--- src/rtl/tempsense_vdac_ctrl.sv ---
// tempsense_vdac_ctrl
//   Successive-approximation / continuous-tracking controller for the
//   temperature-sensor voltage DAC. Drives the DAC code and enable, samples
//   an external comparator through a 2-flop synchronizer and reports a
//   BITWIDTH-bit temperature code.
//
// Ports
//   clk          block clock
//   rst_n        asynchronous active-low reset
//   start        1-cycle pulse, begins a conversion when idle
//   stop         1-cycle pulse, aborts SAR or ends tracking (wins over start)
//   mode         0 = SAR single-shot, 1 = tracking; sampled on accepted start
//   comp_in      async comparator, 1 = DAC below sensed voltage (code rises)
//   dac_data     code to the vdac (offset binary, MSB = sign cell)
//   dac_enable   vdac enable, high while busy
//   busy         conversion or tracking in progress
//   result       last completed code
//   result_valid 1-cycle pulse when result updates
//   saturated    last tracking step was clamped at 0 or all-ones
module tempsense_vdac_ctrl #(
  parameter int unsigned BITWIDTH      = 6,
  parameter int unsigned SETTLE_CYCLES = 4
) (
  input  logic                clk,
  input  logic                rst_n,
  input  logic                start,
  input  logic                stop,
  input  logic                mode,
  input  logic                comp_in,
  output logic [BITWIDTH-1:0] dac_data,
  output logic                dac_enable,
  output logic                busy,
  output logic [BITWIDTH-1:0] result,
  output logic                result_valid,
  output logic                saturated
);

  localparam int unsigned          IW          = (BITWIDTH > 1) ? $clog2(BITWIDTH) : 1;
  localparam logic [BITWIDTH-1:0]  ONE         = BITWIDTH'(1);
  localparam logic [BITWIDTH-1:0]  MID         = BITWIDTH'(1) << (BITWIDTH - 1);
  localparam logic [3:0]           SETTLE_LOAD = 4'(SETTLE_CYCLES - 1);
  localparam logic [IW-1:0]        TOP_IDX     = IW'(BITWIDTH - 1);

  typedef enum logic [1:0] {IDLE, SETTLE, DECIDE, DONE} state_t;

  state_t              state, state_nxt;
  logic [3:0]          cnt, cnt_nxt;
  logic [IW-1:0]       idx, idx_nxt;
  logic                mode_r, mode_nxt;
  logic [BITWIDTH-1:0] dac_nxt, result_nxt;
  logic                valid_nxt, sat_nxt;
  logic                comp_meta, comp_sync;
  logic [BITWIDTH-1:0] sar_code, trk_code;
  logic                trk_sat;

  always_ff @(posedge clk or negedge rst_n) begin
    if (!rst_n) begin
      state        <= IDLE;
      cnt          <= '0;
      idx          <= '0;
      mode_r       <= 1'b0;
      dac_data     <= MID;
      result       <= MID;
      result_valid <= 1'b0;
      saturated    <= 1'b0;
      comp_meta    <= 1'b0;
      comp_sync    <= 1'b0;
    end else begin
      state        <= state_nxt;
      cnt          <= cnt_nxt;
      idx          <= idx_nxt;
      mode_r       <= mode_nxt;
      dac_data     <= dac_nxt;
      result       <= result_nxt;
      result_valid <= valid_nxt;
      saturated    <= sat_nxt;
      comp_meta    <= comp_in;
      comp_sync    <= comp_meta;
    end
  end

  assign busy       = (state != IDLE);
  assign dac_enable = busy;

  always_comb begin
    // SAR trial update: resolve the current bit, then arm the next lower one.
    sar_code = dac_data;
    if (!comp_sync) sar_code[idx] = 1'b0;
    if (idx != '0)  sar_code[idx - IW'(1)] = 1'b1;

    // Tracking step with clamping at both ends of the code range.
    trk_sat  = 1'b0;
    trk_code = dac_data;
    if (comp_sync) begin
      if (&dac_data) trk_sat  = 1'b1;
      else           trk_code = dac_data + ONE;
    end else begin
      if (dac_data == '0) trk_sat  = 1'b1;
      else                trk_code = dac_data - ONE;
    end
  end

  always_comb begin
    state_nxt  = state;
    cnt_nxt    = cnt;
    idx_nxt    = idx;
    mode_nxt   = mode_r;
    dac_nxt    = dac_data;
    result_nxt = result;
    valid_nxt  = 1'b0;
    sat_nxt    = saturated;

    case (state)
      IDLE: begin
        if (start && !stop) begin
          mode_nxt  = mode;
          state_nxt = SETTLE;
          cnt_nxt   = SETTLE_LOAD;
          sat_nxt   = 1'b0;
          if (mode) begin
            dac_nxt = result;
          end else begin
            dac_nxt = MID;
            idx_nxt = TOP_IDX;
          end
        end
      end
      SETTLE: begin
        if (cnt == '0) state_nxt = DECIDE;
        else           cnt_nxt   = cnt - 4'd1;
      end
      DECIDE: begin
        state_nxt = SETTLE;
        cnt_nxt   = SETTLE_LOAD;
        if (mode_r) begin
          dac_nxt    = trk_code;
          result_nxt = trk_code;
          valid_nxt  = 1'b1;
          sat_nxt    = trk_sat;
        end else begin
          dac_nxt = sar_code;
          if (idx != '0) idx_nxt   = idx - IW'(1);
          else           state_nxt = DONE;
        end
      end
      DONE: begin
        result_nxt = dac_data;
        valid_nxt  = 1'b1;
        state_nxt  = IDLE;
      end
      default: state_nxt = IDLE;
    endcase

    // Abort overrides whatever the state logic above decided, including a
    // concurrent DECIDE, so every datapath register simply holds.
    if (stop && state != IDLE) begin
      state_nxt  = IDLE;
      cnt_nxt    = cnt;
      idx_nxt    = idx;
      mode_nxt   = mode_r;
      dac_nxt    = dac_data;
      result_nxt = result;
      valid_nxt  = 1'b0;
      sat_nxt    = saturated;
    end
  end

endmodule

--- config.mk ---
export PLATFORM = sky130hd
export DESIGN_NAME = tempsense_vdac_ctrl
export DESIGN_NICKNAME = d
export VERILOG_FILES = /design/src/rtl/tempsense_vdac_ctrl.sv
export SDC_FILE = /design/constraint.sdc
export NUM_CORES = 1
export LEC_CHECK = 0
export ABC_CLOCK_PERIOD_IN_PS = 4550
export CORE_MARGIN = 2
export CORE_UTILIZATION = 50
export CTS_CLUSTER_DIAMETER = 60
export DETAILED_ROUTE_END_ITERATION = 10
export PLACE_DENSITY = 0.72
export SYNTH_ARGS = -nofsm -noshare
export SYNTH_HDL_FRONTEND = slang
export SYNTH_SLANG_ARGS = --single-unit
--- constraint.sdc ---
create_clock -name clk -period 4.55 [get_ports clk]
set_input_delay 0.91 -clock clk [delete_from_list [all_inputs] [get_ports clk]]
set_output_delay 0.91 -clock clk [all_outputs]
set_load 0.005 [all_outputs]
=== After elaboration in Yosys (flattened, before gate mapping) ===
Cells that the tools add are included.

* Add/subtract/negate cells: 4
* Magnitude comparators: 4
* Equality and inequality tests: 11
* Muxes and demuxes: 38
* Bitwise gates (word level): 4
* Reductions and logical operators: 21

{| class="wikitable"
|+ Operators by type and width
! cell !! number
|-
| 6-bit two-way mux || 9
|-
| 6-bit one-hot mux with 2 select lines || 2
|-
| 3-bit two-way mux || 4
|-
| 2-bit inequality test (second input constant) || 6
|-
| 4-bit one-hot mux with 3 select lines || 1
|-
| 6-bit AND reduction || 2
|-
| 2-bit two-way mux || 5
|-
| 1-bit two-way mux || 9
|-
| 3-bit AND reduction || 3
|-
| 3-bit by 4-bit less-than comparator with 1-bit output (second input constant) || 2
|-
| 4-bit two-way mux || 2
|-
| 2-bit one-hot mux with 4 select lines || 1
|-
| 4-bit AND reduction || 2
|-
| 6-bit by 1-bit adder with 6-bit output (second input constant) || 1
|-
| 6-bit AND || 1
|-
| 1-bit demux with 3-bit select || 2
|-
| 3-bit by 1-bit greater-or-equal comparator with 1-bit output (second input constant) || 2
|-
| 6-bit logical NOT || 1
|-
| 3-bit inequality test (second input constant) || 2
|-
| 6-bit NOT || 1
|-
| 6-bit bitwise OR || 1
|-
| 3-bit one-hot mux with 2 select lines || 1
|-
| 2-bit nonzero test || 3
|-
| 3-bit nonzero test || 2
|-
| other kinds (12) || 17
|}

* Flip-flop bits (word level): 26
* Input port bits: 6
* Output and inout port bits: 16
* Logic and storage cells: 92

=== Depth between registers and ports, before layout ===
Gate-level depths: netlist of the first run.

* Depth in word-level cells: 11
* Depth in mapped cells: 8
* Depth with buffers taken out: 7

=== Worst setup path before layout of the first run ===
Ideal clock, no wire load.

* Path kind: input to register
* From: in stop
* To: reg dac_data[2]
* Setup time: 0.087 ns
* Arrival time: 1.897 ns
* Data required time: 4.463 ns
* Slack: 2.566 ns
* Stages: 4
* Buffers on the path: 0
* Cell sequence: nor3_4 > nand2_4 > or4b_4 > o211ai_1

* Cells in the longest elaborated chain, start to end: 4
* Elaborated cells on any way between the ends: 6
* Those cells by class: 1 x eq/ne; 1 x bitwise; 4 x reduce/logical

{| class="wikitable"
|+ RTL lines
! what !! RTL line !! source
|-
| start: declaration || 27 || <nowiki>input logic stop,</nowiki>
|-
| 1-bit logical NOT || 115 || <nowiki>if (start && !stop) begin</nowiki>
|-
| 1-bit logical AND || 115 ||
|-
| 2-bit inequality test (no line) || n/a ||
|-
| 3-bit AND reduction (no line) (*) || n/a ||
|-
| end signal: assignment || 73 || <nowiki>dac_data <= dac_nxt;</nowiki>
|-
| end: declaration || 30 || <nowiki>output logic [BITWIDTH-1:0] dac_data,</nowiki>
|}

Every way passes the cells marked *; elsewhere a longest branch is shown, timed or not.
A chain may end at the register's enable or synchronous reset.

=== Worst setup path in the final report of the first run ===
* From: reg state[0]
* To: out dac_enable

* Cells in the longest elaborated chain, start to end: 1

{| class="wikitable"
|+ RTL lines
! what !! RTL line !! source
|-
| start: declaration || 46 || <nowiki>state_t state, state_nxt;</nowiki>
|-
| start signal: assignment || 69 || <nowiki>state <= state_nxt;</nowiki>
|-
| 2-bit nonzero test || 82 || <nowiki>assign busy = (state != IDLE);</nowiki>
|-
| end: declaration || 31 || <nowiki>output logic dac_enable,</nowiki>
|}

Every way passes these cells.

==> impl_metrics.yaml, run 1 <==
clock_tree:
  cts_buffers: 3
  htree_levels: 1
  clk_latency_ns: 0.27
  holdBufCountCts: 0
  cts_tree: "done"
  clockBufferDepth: 2
  postCtsSetupRepairBufs: 0
  postCtsResizedCells: 0
  clock-sinks: 26
  root_buffer: "clkbuf_8"
  clk_pin_slew_worst_paths_ns: 0.09
sta:
  rsz0062_at_grt: "false"
  clock-skew-final_ns: 0.00502
  finalSetupViolCount: 0
  fmax_mhz: 389
  finalMaxSlewViolations: 0
  period_needed_ns: 2.57
  finalCritPeriodShare_pct: 56.5
  slew_headroom_pct: 63.6
  setup_tns_ns: 0
  hold_viol: 0
  setup_ws_ns: 1.98
  tightest_slew_ns: 0.544
synthesis:
  yosysTopAreaCell: "dfrtp_1"
  syn_inst: 225
  syn-num-nets: 238
  ys_seq_elements: 26
  netlist_area_um2: 1900
  synth-edff-count: 0
  yosysTopAreaCellShare_pct: 31.7
  ys_top_cells_by_area: "dfrtp_1 (32%), o21ai_0 (5.5%), ha_1 (4.6%), nor2_1 (4.6%), nand2_1 (3.0%)"
  synth_seq_area_share_pct: 34.4
  synthFlopType: "dfrtp_1"
  yosysWarningCount: 0
  async_reset_ff_share_pct: 100
  synth_cell_types: 57
  syn_avg_cell_area_um2: 8.43
routing:
  wl_mm: 4.24
  wl_met1_mm: 2.09
  ant_nets: 0
  drtPass1Iterations: 5
  vias_per_cell: 5.85
  wl_met2_mm: 1.90
  wl_per_cell_um: 15.0
  drt_iter0_drc: 146
  route.detailed.drc: 0
  top_layer: "met4"
  vias: 1656
  dr_wl_met3_um: 227
floorplanning:
  core_um2: 3660
  die_area_um2: 4300
  die_y_um: 65.6
  start_util_pct: 51.8
  ios: 22
  rows: 22
  dieWidth_um: 65.6
run:
  cap_violations: 0
finish:
  utilization_pct: 58.4
  final_nets: 249
  multi_input_area_um2: 1120
  n_antenna_cell: 0
  layout-drive-gt1-share_pct: 9.36
  area_growth_pct: 12.7
  nFillCells: 343
  seq_area_um2: 653
  design_area_um2: 2140
global_route:
  grt_use_total_pct: 21.3
  grt_max_degree: 27
  grt_pass1_wl_mm: 7.05
  antenna_found_initial: 0
  gr-total-overflow: 0
  grt_pass1_vias: 1465
placed_design:
  placed_area_um2: 2090
  hpwl_mm: 3.12
  gp_congestion: 0.905
  pre_cts_ws_ns: 1.80
  io_buffers: 21
power:
  power.density_nw_per_um2: 330
  peakVddDrop_uv: 260
  p_total_w: 0.000706
  leakagePower_nw: 0.866
run_status:
  outcome: "complete, no violations"
critical_path:
  cp.arrival_ns: 1.66
  startpoint_type: "flip-flop"
  crit_type: "flip-flop to primary output"
  crit_fanout: 12
  crit_required_ns: 3.64
  critPathCaptureType: "primary output"
worst_hold_path:
  hold_path.class: "flip-flop to flip-flop"
==> logic make-up after synthesis <==
logic type	share of synthesized area (%)
and+or+nand+nor	26.5
AOI/OAI and AO/OA	22.8
buffers and inverters	6.46
DFF	34.4
adders and majority gates	4.62
muxes	3.30
xor gates and xnor gates	1.85
==> stage by stage <==
step                      instances  hold WS, ns
after floorplan                 225        0.331
after global placement          279        0.333
after detailed placement        279        0.339
after CTS                       283        0.361
after global routing            283        0.377
final                           283        0.356
==> cell usage after synthesis (4+ instances only) <==
cell / n
dfrtp_1: 24
nor2_1: 23
o21ai_0: 21
nand2_1: 15
inv_1: 10
nand3_1: 10
a21oi_1: 8
nor3_1: 8
buf_2: 7
ha_1: 7
a31oi_1: 6
clkbuf_1: 5
nor3b_1: 5
a311oi_1: 4
mux2i_1: 4
nor2b_1: 4
nor4_1: 4
==> per-layer routing <==
metal / global-route usage [%] / vias up
met2: 32.9 / 44
met1: 31.0 / 768
met3: 4.11 / 2
met5: 0 / -
li1: - / 842
met4: 4.43 / 0
==> power breakdown <==
part / switching, W / leakage, nW / total (W) / internal, W
Clock: 0.0000744 / 0.0228 / 0.000137 / 0.0000628
Sequential: 0.0000732 / 0.313 / 0.000343 / 0.000270
Combinational: 0.000103 / 0.530 / 0.000226 / 0.000123
Total: 0.000251 / 0.866 / 0.000706 / 0.000456
==> critical path: stages (launching register included) <==
cell,delay (ns)
dfrtp_1,0.55
or2_2,0.39
clkdlybuf4s50_1,0.45
==> worst paths after layout <==
path / cells after the start / slack (ns) / to / from
max reg2reg: 6 / 2.32 / dac_data[1] / dac_data[1]
min reg2reg: 0 / 0.36 / comp_sync / comp_meta
max in group asynchronous: 2 / 3.24 / result[5] / rst_n
min in group asynchronous: 2 / 1.01 / result[4] / rst_n
min: 0 / 0.36 / comp_sync / comp_meta
max: 2 / 1.98 / dac_enable / state[0]
==> sequential cells by signal, indices dropped and copies added, names as in the netlist, 2 cells and up <==
signal / cells
cnt: 4
dac_data: 6
idx: 3
result: 6
state: 2
==> cell usage in the layout, fill, tap and decap left out, types with 3 or more instances in the layout <==
cell and instances:
nor2b_1 4, nor4_1 4, nand3_1 10, xor2_1 3
a21boi_0 3, nand2_1 15, nor3_1 8, clkbuf_8 3
o22ai_1 3, a21oi_1 8, and2_1 3, dfrtp_1 24
clkdlybuf4s50_1 21, a31oi_1 6, nand2b_1 3, o21ai_0 21
nor2_1 23, a311oi_1 4, ha_1 7, mux2i_1 4
inv_1 10, nor3b_1 5
==> cell type report <==
cell class	count	area share (%)
Timing Repair Buffer	22	10.2
Inverter	11	1.93
Sequential cell	26	30.5
Clock buffer	4	2.11
Multi-Input combinational cell	172	52.4
Tap cell	48	2.81
Note: power is estimated with default switching activity, not from simulation.
==> run 2, diff against run 1 <==
--- a/config.mk
+++ b/config.mk
@@ -5,7 +5,7 @@
 export SDC_FILE = /design/constraint.sdc
 export NUM_CORES = 1
 export LEC_CHECK = 0
-export ABC_CLOCK_PERIOD_IN_PS = 4550
+export ABC_CLOCK_PERIOD_IN_PS = 2400
 export CORE_MARGIN = 2
 export CORE_UTILIZATION = 50
 export CTS_CLUSTER_DIAMETER = 60
==> constraint.sdc (replaced) <==
create_clock -name clk -period 2.4 [get_ports clk]
set_input_delay 0.48 -clock clk [delete_from_list [all_inputs] [get_ports clk]]
set_output_delay 0.48 -clock clk [all_outputs]
set_load 0.005 [all_outputs]
==> run 2 against run 1 <==
- register-to-register slack got worse by 2.1 ns
- clock skew increased by 0.00051 ns
- count of clock-buffer cells in the layout unchanged
- total power increased by 97%
- final area increased by 2.6%
- routed wire length increased by 2.4%
- critical path depth increased by 4
- non-clock buffer count increased by 6
- critical path type is now flip-flop to flip-flop
==> impl_metrics.yaml, run 2 (synthesized netlist as in run 1, its figures left out) <==
routing:
  drtPass1Iterations: 4
  ant_nets: 0
  wl_met1_mm: 2.05
  drt_iter0_drc: 195
  wl_mm: 4.34
  wl_met2_mm: 1.98
  route.detailed.drc: 0
  wl_per_cell_um: 15.0
  vias_per_cell: 5.85
  top_layer: "met4"
  vias: 1690
  dr_wl_met3_um: 252
clock_tree:
  clock-sinks: 26
  clk_pin_slew_worst_paths_ns: 0.09
  cts_buffers: 3
  clk_latency_ns: 0.27
  root_buffer: "clkbuf_8"
  postCtsResizedCells: 0
  postCtsSetupRepairBufs: 0
  htree_levels: 1
  holdBufCountCts: 0
  clockBufferDepth: 2
  cts_tree: "done"
finish:
  final_common_cell: "dfrtp_1"
  area_growth_pct: 15.6
  final_nets: 255
  layout-drive-gt1-share_pct: 12.0
  final_cell_mix: "dfrtp_1 (24), nor2_1 (23), o21ai_0 (21), clkdlybuf4s50_1 (21), nand2_1 (15)"
  n_antenna_cell: 0
  top_regs: "dac_data: 6 flops, result: 6 flops, cnt: 4 flops"
sta:
  tightest_slew_ns: 0.522
  finalCritPeriodShare_pct: 89.1
  period_needed_ns: 2.14
  setup_tns_ns: 0
  finalSetupViolCount: 0
  clock-skew-final_ns: 0.00554
  fin_hold_ws_ns: 0.358
  fmax_mhz: 468
  rsz0062_at_grt: "false"
  slew_headroom_pct: 65.2
  setup_ws_ns: 0.261
  finalMaxSlewViolations: 0
  hold_viol: 0
critical_path:
  crit_chain: "ha_1, nand3_1, nor2_1, mux2_2, mux2i_1, o22ai_1"
  cp.arrival_ns: 2.27
  rrSetupSlack_ns: 0.26
  cpMaxStageDelayCell: "dfrtp_1"
  startpoint_type: "flip-flop"
  crit_type: "flip-flop to flip-flop"
  critPathCaptureType: "flip-flop"
  crit_fanout: 7
  regToRegStartpoint: "dac_data[1]"
  crit_required_ns: 2.53
  rr_worst_depth: 6
  rr_endpoint: "dac_data[1]"
  slowest_delay_ns: 0.51
floorplanning:
  core_um2: 3660
  dieWidth_um: 65.6
  die_y_um: 65.6
  rows: 22
  die_area_um2: 4300
  start_util_pct: 51.8
  ios: 22
global_route:
  grt_pass1_wl_mm: 7.39
  grt_pass1_vias: 1497
  grt_max_degree: 27
  gr-total-overflow: 0
  antenna_found_initial: 0
  grt_use_total_pct: 22.1
placed_design:
  io_buffers: 21
  hpwl_mm: 3.28
  pre_cts_ws_ns: 0.245
  gp_congestion: 0.895
power:
  peakVddDrop_uv: 483
  leakagePower_nw: 0.902
  power.density_nw_per_um2: 634
worst_hold_path:
  holdPathStages: 0
  min_to: "comp_sync"
  hold_path.class: "flip-flop to flip-flop"
  min-delay-start: "comp_meta"
run_status:
  outcome: "complete, no violations"
run:
  cap_violations: 0
==> run 2: cell count changes in the layout (fill, tap and decap cells not counted), sizes merged <==
cell  change
buf       +6
==> run 2: cell type report <==
cell class	instances	area (um2)
Tap cell	48	60.1
Sequential cell	26	653
Timing Repair Buffer	28	263
Multi-Input combinational cell	172	1120
Fill cell	318	1470
Clock buffer	4	55.1
Inverter	11	41.3
==> run 2: worst max-delay path: cells and delay by family (launching register included) <==
family          cells  cell delay, ns
mux                 2            0.68
simple gates        2            0.37
fa+ha+maj           1            0.31
compound gates      1            0.14
flops               1            0.51
==> run 2: power by group <==
group | total, W | switching (W) | internal (W)
combinational | 0.000468 | 0.000218 | 0.000250
clock | 0.000286 | 0.000139 | 0.000147
sequential | 0.000637 | 0.000124 | 0.000512
==> run 2: metrics by stage <==
stage / total power (W) / std cells / cell area (um2) / utilization, %
finish: 0.00139 / 289 / 2190 / 59.9
global route: 0.00149 / 289 / 2190 / 59.9
floorplan: 0.000904 / 225 / 1900 / -
global placement: 0.00111 / 285 / 2140 / 58.4
detailed placement: 0.00111 / 285 / 2140 / 58.4
CTS: 0.00140 / 289 / 2190 / 59.9
==> run 2: how the worst max path moves through the flow <==
stage,start,end,cells past startpoint
3_5_place_dp,start,dac_data[2],6
5_1_grt,dac_data[1],result[1],6
2_1_floorplan,dac_data[1],dac_data[2],7
3_3_place_gp,dac_data[1],dac_data[1],6
6_report,dac_data[1],dac_data[1],6
4_1_cts,state[0],dac_enable,2
==> run 2: layer usage <==
metal	global-route usage (%)	vias up
met3	3.25	8
met4	4.43	0
met2	33.2	65
met1	33.8	769
met5	0	-
li1	-	848
==> run 3, diff against run 2 <==
--- a/config.mk
+++ b/config.mk
@@ -6,7 +6,6 @@
 export NUM_CORES = 1
 export LEC_CHECK = 0
 export ABC_CLOCK_PERIOD_IN_PS = 2400
-export CORE_MARGIN = 2
 export CORE_UTILIZATION = 50
 export CTS_CLUSTER_DIAMETER = 60
 export DETAILED_ROUTE_END_ITERATION = 10
==> run 3 against run 2 <==
- worst setup slack gained 0.0023 ns
- utilization rose by 0.21 points
- total power is 0.22% lower
- clock skew is 0.0016 ns lower
- final area rose by 0.34%
- register-to-register slack better by 0.16 ns
- clock power shrank 1%
- hold slack better by 0.0059 ns
- flip-flop and latch count stayed put
- non-clock buffer count grew 1
- sequential share of layout area is 0.10 points lower
==> impl_metrics.yaml, run 3 (synthesized netlist as in run 1, its figures left out) <==
routing:
  vias_per_cell: 5.98
  wl_per_cell_um: 15.1
  route.detailed.drc: 0
  drtPass1Iterations: 4
  ant_nets: 0
  wl_mm: 4.38
  drt_iter0_drc: 129
  vias: 1733
clock_tree:
  postCtsResizedCells: 0
  cts_buffers: 3
  holdBufCountCts: 0
  cts_tree: "done"
  clk_pin_slew_worst_paths_ns: 0.09
  clock-sinks: 26
  htree_levels: 1
  postCtsSetupRepairBufs: 0
  root_buffer: "clkbuf_8"
  clk_latency_ns: 0.27
  clockBufferDepth: 2
floorplanning:
  start_util_pct: 51.8
  core_um2: 3660
  ios: 22
  die_area_um2: 4040
  rows: 22
  dieWidth_um: 63.6
  die_y_um: 63.6
sta:
  finalMaxSlewViolations: 0
  finalSetupViolCount: 0
  slew_headroom_pct: 60.3
  setup_tns_ns: 0
  tightest_slew_ns: 0.591
  finalCritPeriodShare_pct: 89.0
  rsz0062_at_grt: "false"
  fin_hold_ws_ns: 0.364
  period_needed_ns: 2.14
  clock-skew-final_ns: 0.00392
  fmax_mhz: 468
  hold_viol: 0
critical_path:
  crit_required_ns: 1.92
  crit_fanout: 12
  startpoint_type: "flip-flop"
  crit_type: "flip-flop to primary output"
  cp.arrival_ns: 1.66
  critPathCaptureType: "primary output"
finish:
  top_regs: "dac_data: 6 flops, result: 6 flops, cnt: 4 flops"
  multi_input_area_um2: 1120
  final_cell_mix: "dfrtp_1 (24), nor2_1 (23), o21ai_0 (21), clkdlybuf4s50_1 (21), nand2_1 (15)"
  n_antenna_cell: 0
  final_nets: 256
  design_area_um2: 2200
  final_common_cell: "dfrtp_1"
  layout-drive-gt1-share_pct: 12.4
  seq_area_um2: 653
  area_growth_pct: 16.0
  nFillCells: 327
global_route:
  grt_max_degree: 27
  gr-total-overflow: 0
  grt_pass1_vias: 1482
  grt_pass1_wl_mm: 7.29
  grt_use_total_pct: 23.3
  antenna_found_initial: 0
power:
  peakVddDrop_uv: 334
  leakagePower_nw: 0.907
  p_total_w: 0.00139
  power.density_nw_per_um2: 631
placed_design:
  hpwl_mm: 3.35
  placed_area_um2: 2150
  io_buffers: 21
  gp_congestion: 0.916
run_status:
  outcome: "complete, no violations"
worst_hold_path:
  hold_path.class: "flip-flop to flip-flop"
run:
  cap_violations: 0
-- run 3: per-layer routing --
metal  wire [um]  vias to the layer above  share of wire [%]  track usage [%]
met5           0                        -                  0                0
li1            -                      846                  -                -
met1        2080                      821                 48             34.4
met3         212                        6                4.8             3.80
met2        2030                       60                 46             34.4
met4          61                        0                1.4             7.39
-- run 3: final cells by class --
type | count | area share [%]
multi-input combinational | 172 | 50.9
sequential | 26 | 29.7
timing repair buffer | 29 | 12.3
tap | 48 | 2.73
clock buffer | 4 | 2.50
inverter | 11 | 1.88
-- run 3: power by group --
group | internal [W] | switching [W]
sequential | 0.000513 | 0.000118
clock | 0.000147 | 0.000135
combinational | 0.000253 | 0.000223
-- run 3: stage by stage --
| stage | instances | utilization [%] | setup slack, ns |
|---|---|---|---|
| 6_report | 290 | 60.1 | 0.264 |
| 5_1_grt | 290 | 60.1 | 0.198 |
| 4_1_cts | 290 | 60.1 | 0.251 |
| 3_5_place_dp | 286 | 58.6 | 0.284 |
| 3_3_place_gp | 286 | 58.6 | 0.305 |
| 2_1_floorplan | 225 | - | 0.590 |
-- run 3: final timing paths --
| kind | start | slack, ns | end | depth (start not counted) |
|---|---|---|---|---|
| worst max-delay path | state[0] | 0.26 | busy | 2 |
| worst min-delay path | comp_meta | 0.36 | comp_sync | 0 |
| worst max register to register | dac_data[1] | 0.42 | dac_data[0] | 7 |
| worst min register to register | comp_meta | 0.36 | comp_sync | 0 |
| max in group asynchronous | rst_n | 1.53 | dac_data[5] | 2 |
| min in group asynchronous | rst_n | 0.57 | dac_data[2] | 2 |
-- run 3: worst max-delay path, stage by stage, from the launching register on --
cell             delay, ns
dfrtp_1               0.55
or2_2                 0.39
clkdlybuf4s50_1       0.45
==> variant (flow settings as in run 2) <==
Reset style: synchronous (`rst_n`), changed in one clocked block. Comments in the files are not updated.
--- a/src/rtl/tempsense_vdac_ctrl.sv
+++ b/src/rtl/tempsense_vdac_ctrl.sv
@@ -53,7 +53,7 @@
   logic [BITWIDTH-1:0] sar_code, trk_code;
   logic                trk_sat;
 
-  always_ff @(posedge clk or negedge rst_n) begin
+  always_ff @(posedge clk) begin
     if (!rst_n) begin
       state        <= IDLE;
       cnt          <= '0;
Function: differs if rst_n is asserted again (counterexample within 4 cycles, from zero or initial values and one cycle with rst_n low); with rst_n held inactive, the same outputs for 10 cycles.
==> variant against run 2 <==
- sequential cell count stayed put
- area after synthesis is 4.2% lower
- utilization rose by 1.8 points
- wire length up 7.7%
- count of clock-buffer cells in the layout is 1 lower
- worst setup slack better by 0.018 ns
- non-clock buffer count shrank 1
- design area is 3.9% lower
Power is not compared: it rests on default switching activity, and its combinational part moved more than twofold at a synthesized area within 25%.
==> variant: results (changes against run 2) <==
metric,value,unit,change
final setup fails,0,,unchanged
hold path start,comp_meta$_SDFF_PN0_,,
WHS Endpoint,comp_sync$_SDFF_PN0_,,
library cells used by synthesis,57,,unchanged
vias in the first global route,1622,,+8.4%
Critical Path End,dac_data[2],,
Total GRT Usage,0.2446,,+0.02343
Detail Placement HPWL,3414,um,+4.2%
RR Endpoint,result[3]$_SDFFE_PN0P_,,
top flop regs,"dac_data: 6 flops, result: 6 flops, cnt: 4 flops",,
final slew viol count,0,,unchanged
Area contributors post-synth,"dfxtp_1, a21oi_1, o21ai_0",,
status,finished clean,,
hold depth,1,,+1
WP depth,1,,-5
DRT iter0 DRCs,187,,-4.1%
DR vias/cell,5.908,,+1.0%
R2R cell count,7,,+1
post-synthesis sequential area ratio,0.2865,,-0.05783
"delay-heaviest family, CP",flip-flops,,
later-pin clock latency in the skew report,0.33,ns,+0.06 ns
CP Max Fanout,17,,+10
post-CTS setup buffer count,0,,unchanged
first-pass GRT wire length,7900,um,+6.9%
ANT cells,0,,unchanged
nets,272,,+6.7%
clock skew,0.003324,ns,-0.002212 ns
top post-synthesis cells by count,"dfxtp_1, nor2_1, a21oi_1",,
Worst Max-Slew Pin Slew,0.5826,ns,+0.06055 ns
Hold Crit Class,reg -> reg,,
Async SR Flop Fraction,0,,-1.000
final hold slack,0.4533,ns,+0.09534 ns
VDD IR-drop max,0.0004979,V,
syn_nets,253,,+6.3%
Placer Congestion,0.9423,,+5.3%
slowest cell delay on critical path,0.70,ns,+0.19 ns
layout cells sized above 1,0.08527,,-0.03506
initial antenna violation count,0,,unchanged
FF-to-FF setup slack,0.28,ns,+0.02 ns
crit path DAT,1.64,ns,-0.63 ns
clk slew on worst S/H paths,0.15,ns,+0.06 ns
Post-Route WL,4677,um,+7.7%
CTS root buf,clkbuf_4,,
drt first pass iters,6,,+2
clk buf depth,2,,unchanged
Reg-to-Reg Start,dac_data[0]$_SDFFE_PN0P_,,
largest net degree at the start of global routing,18,,-33%
CP max-delay cell,dfxtp_1,,
CP Launch Point,dac_data[2]$_SDFFE_PN0P_,,
commonest register cell after synthesis,dfxtp_1,,
variant: area by class of cell:
cell class,count,area [um^2]
Clock buffer,3,22.52
Clock inverter,1,30.03
Fill cell,324,1309
Inverter,14,52.55
Multi-Input combinational cell,187,1169
Sequential cell,26,520.5
Tap cell,46,57.56
Timing Repair Buffer,27,255.2
variant: through the flow:
stage                     cells  power, mW    util  setup slack, ns  cell area, um^2
after global placement      300     0.7173  0.6015           0.2507             2054
final                       304      1.023  0.6169           0.2792             2107
after detailed placement    300     0.7196  0.6015           0.2306             2054
after floorplan             240     0.6509       -           0.4817             1817
after CTS                   304      1.025  0.6169           0.2893             2107
after global routing        304      1.077  0.6169           0.1132             2107
variant: where the power goes:
group	total, mW	leakage [nW]	internal, mW	switching [mW]
clock	0.308	0.0279	0.169	0.139
combinational	0.224	0.567	0.102	0.122
sequential	0.491	0.212	0.452	0.0392
total	1.02	0.807	0.722	0.300
variant: logic make-up after synthesis:
group                    Yosys count  share of synthesized area
multiplexers                       3                    0.01653
AO/OA/AOI/OAI                     86                     0.3141
AND/OR/NAND/NOR                   87                     0.2452
XOR/XNOR                           4                    0.01929
adder cells (fa/ha/maj)            7                    0.04821
buffers and inverters             27                    0.07025
flip-flops                        26                     0.2865
variant: layer usage:
| metal | routed length [um] | global-route usage | share of wire | vias up |
|---|---|---|---|---|
| li1 | - | - | - | 904 |
| met1 | 2242 | 0.3398 | 0.48 | 830 |
| met2 | 2111 | 0.3854 | 0.45 | 54 |
| met3 | 234 | 0.03697 | 0.050 | 8 |
| met4 | 89 | 0.08245 | 0.019 | 0 |
| met5 | 0 | 0 | 0 | - |
